===== src/rtl/fifo_serializer.sv =====
// Reads words from an upstream FIFO and sends each one as a serial frame on tx.
// Frame layout: start bit, data bits LSB first, optional even parity bit, stop bit.
module fifo_serializer #(
    parameter int FIFO_WIDTH   = 16,
    parameter int CLKS_PER_BIT = 4,
    parameter int PARITY_EN    = 1
) (
    input  logic                  clk,
    input  logic                  rst_n,
    input  logic                  enable,
    input  logic                  fifo_empty,
    input  logic                  fifo_underflow,
    input  logic [FIFO_WIDTH-1:0] fifo_data_out,
    output logic                  fifo_rd_en,
    output logic                  tx,
    output logic                  busy,
    output logic                  frame_done,
    output logic                  underflow_err,
    output logic [7:0]            frame_cnt,
    output logic [2:0]            dbg_state
);

    localparam logic [2:0] S_IDLE   = 3'd0;
    localparam logic [2:0] S_LOAD   = 3'd1;
    localparam logic [2:0] S_START  = 3'd2;
    localparam logic [2:0] S_DATA   = 3'd3;
    localparam logic [2:0] S_PARITY = 3'd4;
    localparam logic [2:0] S_STOP   = 3'd5;

    localparam int               IDX_W     = (FIFO_WIDTH > 1) ? $clog2(FIFO_WIDTH) : 1;
    localparam logic [7:0]       LAST_TICK = 8'(CLKS_PER_BIT - 1);
    localparam logic [7:0]       DONE_TICK = 8'(CLKS_PER_BIT - 2);
    localparam logic [IDX_W-1:0] LAST_BIT  = IDX_W'(FIFO_WIDTH - 1);

    logic [2:0]            r_state;
    logic [FIFO_WIDTH-1:0] r_shift;
    logic [7:0]            r_clk_cnt;
    logic [IDX_W-1:0]      r_bit_idx;
    logic                  r_parity;
    logic                  r_tx;
    logic                  r_busy;
    logic                  r_frame_done;
    logic                  r_underflow_err;
    logic [7:0]            r_frame_cnt;

    logic                  w_rd_en;
    logic                  w_tick_last;
    logic [FIFO_WIDTH-1:0] w_shift_next;

    // The read strobe only exists in IDLE, and IDLE always lasts one cycle once it fires,
    // so it can never be high on two consecutive cycles.
    assign w_rd_en      = rst_n && (r_state == S_IDLE) && enable && !fifo_empty;
    assign w_tick_last  = (r_clk_cnt == LAST_TICK);
    assign w_shift_next = r_shift >> 1;

    always_ff @(posedge clk) begin
        if (!rst_n) begin
            r_state         <= S_IDLE;
            r_shift         <= '0;
            r_clk_cnt       <= '0;
            r_bit_idx       <= '0;
            r_parity        <= 1'b0;
            r_tx            <= 1'b1;
            r_busy          <= 1'b0;
            r_frame_done    <= 1'b0;
            r_underflow_err <= 1'b0;
            r_frame_cnt     <= '0;
        end else begin
            r_frame_done <= 1'b0;
            if (r_frame_done) begin
                r_frame_cnt <= r_frame_cnt + 8'd1;
            end
            case (r_state)
                S_IDLE: begin
                    if (w_rd_en) begin
                        r_state <= S_LOAD;
                        r_busy  <= 1'b1;
                    end
                end
                S_LOAD: begin
                    if (fifo_underflow) begin
                        r_underflow_err <= 1'b1;
                        r_state         <= S_IDLE;
                        r_busy          <= 1'b0;
                    end else begin
                        r_shift   <= fifo_data_out;
                        r_parity  <= ^fifo_data_out;
                        r_clk_cnt <= '0;
                        r_bit_idx <= '0;
                        r_tx      <= 1'b0;
                        r_state   <= S_START;
                    end
                end
                S_START: begin
                    if (w_tick_last) begin
                        r_clk_cnt <= '0;
                        r_tx      <= r_shift[0];
                        r_state   <= S_DATA;
                    end else begin
                        r_clk_cnt <= r_clk_cnt + 8'd1;
                    end
                end
                S_DATA: begin
                    if (w_tick_last) begin
                        r_clk_cnt <= '0;
                        if (r_bit_idx == LAST_BIT) begin
                            if (PARITY_EN != 0) begin
                                r_tx    <= r_parity;
                                r_state <= S_PARITY;
                            end else begin
                                r_tx    <= 1'b1;
                                r_state <= S_STOP;
                            end
                        end else begin
                            r_bit_idx <= r_bit_idx + 1'b1;
                            r_shift   <= w_shift_next;
                            r_tx      <= w_shift_next[0];
                        end
                    end else begin
                        r_clk_cnt <= r_clk_cnt + 8'd1;
                    end
                end
                S_PARITY: begin
                    if (w_tick_last) begin
                        r_clk_cnt <= '0;
                        r_tx      <= 1'b1;
                        r_state   <= S_STOP;
                    end else begin
                        r_clk_cnt <= r_clk_cnt + 8'd1;
                    end
                end
                S_STOP: begin
                    // frame_done is registered, so it is raised one tick early to land on the last STOP cycle.
                    if (w_tick_last) begin
                        r_clk_cnt <= '0;
                        r_state   <= S_IDLE;
                        r_busy    <= 1'b0;
                    end else begin
                        r_clk_cnt <= r_clk_cnt + 8'd1;
                        if (r_clk_cnt == DONE_TICK) begin
                            r_frame_done <= 1'b1;
                        end
                    end
                end
                default: begin
                    r_state <= S_IDLE;
                    r_busy  <= 1'b0;
                    r_tx    <= 1'b1;
                end
            endcase
        end
    end

    assign fifo_rd_en    = w_rd_en;
    assign tx            = r_tx;
    assign busy          = r_busy;
    assign frame_done    = r_frame_done;
    assign underflow_err = r_underflow_err;
    assign frame_cnt     = r_frame_cnt;
    assign dbg_state     = r_state;

endmodule


===== config.mk =====
export PLATFORM = sky130hd
export DESIGN_NAME = fifo_serializer
export DESIGN_NICKNAME = d
export VERILOG_FILES = /design/src/rtl/fifo_serializer.sv
export SDC_FILE = /design/constraint.sdc
export NUM_CORES = 1
export LEC_CHECK = 0
export ABC_AREA = 1
export CORE_MARGIN = 2
export CORE_UTILIZATION = 42
export DETAILED_ROUTE_END_ITERATION = 8
export PLACE_DENSITY = 0.74
export SLEW_MARGIN = 20
export SYNTH_ARGS = -nofsm -noshare
export SYNTH_HDL_FRONTEND = slang
export SYNTH_SLANG_ARGS = --single-unit

===== constraint.sdc =====
create_clock -name clk -period 1.87 [get_ports clk]
set_input_delay 0.374 -clock clk [delete_from_list [all_inputs] [get_ports clk]]
set_output_delay 0.374 -clock clk [all_outputs]
set_load 0.02 [all_outputs]

==> flow_metrics.env <==
export IMPL_peakVddDrop_mv=0.477
export IMPL_cp_arrival_ps=1390
export IMPL_critPathCaptureType="output port"
export IMPL_num_antenna_cells=0
export IMPL_p_per_area_nw_per_um2=944
export IMPL_viasPerCell=4.67
export IMPL_path_class="reg -> out"
export IMPL_finalSetupViolCount=0
export IMPL_ctsHtreeMaxLevel=2
export IMPL_initial_core_util=0.432
export IMPL_detail_route_first_pass_iterations=5
export IMPL_final_hold_viol_count=0
export IMPL_post_cts_resize_count=1
export IMPL_die_w_um=81.6
export IMPL_synthDistinctLibCells=28
export IMPL_synth_edf_count=0
export IMPL_synthTopCellsByArea="dfxtp_1, nand2_1, nor2_1, o21ai_0, inv_1"
export IMPL_layout_cell_area_non_filler_um2=3130
export IMPL_startpoint_type="flop"
export IMPL_io_pins=37
export IMPL_port_buffers=36
export IMPL_grt_max_degree=28
export IMPL_timing_fmax_ghz=0.567
export IMPL_yosys_area_top_type="dfxtp_1"
export IMPL_synth_commonest_cells="nand2_1, nor2_1, dfxtp_1, inv_1, o21ai_0"
export IMPL_vias=2421
export IMPL_post_cts_repair_setup_buffers=0
export IMPL_ys_warn_count=0
export IMPL_seq_area_frac_synth=0.349
export IMPL_use_met3=0.0264
export IMPL_crit_chain="buf_4 -> clkdlybuf4s50_1"
export IMPL_die_height_um=81.6
export IMPL_synth_most_common_cell="nand2_1"
export IMPL_synthFlopType="dfxtp_1"
export IMPL_cts_buffers=5
export IMPL_worst_pin_slew_ps=367
export IMPL_clk_latency_ps=300
export IMPL_critical_path_slowest_cell="clkdlybuf4s50_1"
export IMPL_synth_area_um2=2530
export IMPL_final_antenna_net_count=0
export IMPL_fin_crit_ps=1760
export IMPL_drive_gt1_frac=0.0903
export IMPL_globalplace_congestion=0.838
export IMPL_tns_ps=0
export IMPL_use_met1=0.190
export IMPL_drc=0
export IMPL_finalCritPeriodShare=0.944
export IMPL_die_area_um2=6650
export IMPL_cp_num_buf_inv=2
export IMPL_leakage_uw=0.00143
export IMPL_std_cell_rows=28
export IMPL_holdBufCountCts=0
export IMPL_yosysTopAreaCellShare=0.349
export IMPL_clock_skew_ps=9.82
export IMPL_min_path_type="reg -> reg"
export IMPL_synthesis_nets=421
export IMPL_critPathTopFamily="buffers and inverters"
export IMPL_avgSynthCellArea_um2=6.38
export IMPL_grt_pass1_vias=2145
export IMPL_outcome="completed"
export IMPL_slowest_delay_ps=600
export IMPL_track_usage=0.161
export IMPL_grt_antenna_before_repair=0
export IMPL_root_buffer="clkbuf_8"
export IMPL_maxCapViolCount=0
export IMPL_gr_total_overflow=0
export IMPL_postPlaceCellArea_um2=3020
export IMPL_busiest_layer="met2"
export IMPL_finish_net_count=467
export IMPL_core_area_um2=5850
export IMPL_cts_tree="yes"
export IMPL_clk_pin_slew_worst_paths_ps=80
export IMPL_utilization=0.534
export IMPL_ys_ff_latch=44
export IMPL_rsz0062_at_grt="false"
export IMPL_finalPower_uw=2950
export IMPL_area_growth_pct=23.7
export IMPL_drt_iter0_drc=84
export IMPL_critical_path_required_ps=1500
export IMPL_worstPathMaxFanout=6
export IMPL_wl_um=5110
export IMPL_async_flop_share=0
export IMPL_synth_cells=396
export IMPL_dp_hpwl_um=3980
export IMPL_grt_pass1_wl_um=8630
export IMPL_gr_usage_met2=0.298
export IMPL_clockBufferDepth=2
export IMPL_post_drt_wl_per_cell_um=9.87
export IMPL_cts_sinks=44
export IMPL_maxSlewHeadroom=0.755
export IMPL_slew_violations=0
==> per-layer routing <==
layer,wire length [µm],part of all wire
met2,2520,0.49
met5,0,0
met3,178,0.035
met1,2360,0.46
met4,60,0.012
==> final cells by class <==
class	instances	area, µm²
timing repair buffer	48	463
sequential	44	881
tap	75	93.8
multi-input combinational	297	1410
inverter	46	173
clock buffer	6	72.6
fill	588	2730
clock inverter	2	35.0
==> cell families (layout without fill, tap and decap cells) <==
group	count (synthesis)	after routing	share of synthesized area
buffers and inverters	55	102	0.0946
DFF	44	44	0.349
and+or+nand+nor	220	220	0.379
adders and majority gates	4	4	0.0198
AOI/OAI and AO/OA	67	67	0.137
xor gates and xnor gates	6	6	0.0208
==> report_power, final <==
| group | internal, µW | switching (µW) | leakage (µW) | total (µW) |
|---|---|---|---|---|
| Clock | 396 | 312 | 0.0000552 | 709 |
| Combinational | 427 | 644 | 0.00102 | 1070 |
| Sequential | 1080 | 89.1 | 0.000357 | 1170 |
| Total | 1900 | 1040 | 0.00143 | 2950 |
==> layout by cell type, fill, tap and decap left out, types with 4 or more instances in the layout <==
master	synthesis	routed
a21oi_1	27	27
buf_4	2	11
clkbuf_8	0	5
clkdlybuf4s50_1	0	35
dfxtp_1	44	44
ha_1	4	4
inv_1	41	41
inv_2	5	5
nand2_1	116	116
nand3_1	20	20
nor2_1	64	64
nor2_2	4	4
o21ai_0	33	33
o21ai_1	6	6
==> worst register-to-register path: stages, from the launching register on <==
cell and delay (ps):
dfxtp_1 370, ha_1 170, nand2_1 90, nor2_2 240
nor2_8 60, a21oi_4 280, buf_4 200, nor2_1 40
nor2_1 110
==> sequential cells by signal (all words and copies together), names as in the netlist <==
| register | flops |
|---|---|
| r_shift | 16 |
| frame_cnt | 8 |
| r_clk_cnt | 8 |
| r_bit_idx | 4 |
| dbg_state | 3 |
| busy | 1 |
| frame_done | 1 |
| r_parity | 1 |
| tx | 1 |
| underflow_err | 1 |
==> worst paths after layout <==
path / start / endpoint / slack, ps / depth (start not counted)
worst max-delay path: dbg_state[1]$_SDFFE_PN0P_ / dbg_state[1] / 110 / 2
worst min-delay path: frame_cnt[7]$_SDFFE_PN0P_ / frame_cnt[7]$_SDFFE_PN0P_ / 460 / 1
worst max register to register: r_bit_idx[1]$_SDFFE_PN0P_ / r_shift[4]$_SDFFE_PN0P_ / 240 / 8
worst min register to register: frame_cnt[7]$_SDFFE_PN0P_ / frame_cnt[7]$_SDFFE_PN0P_ / 460 / 1
==> stage by stage <==
step,setup slack (ps),hold slack (ps),instances
2_1_floorplan,320,440,396
3_3_place_gp,-174,433,510
3_5_place_dp,-197,456,510
4_1_cts,67.6,467,518
5_1_grt,15.7,488,518
6_report,105,463,518
(Power assumes the default switching activity.)
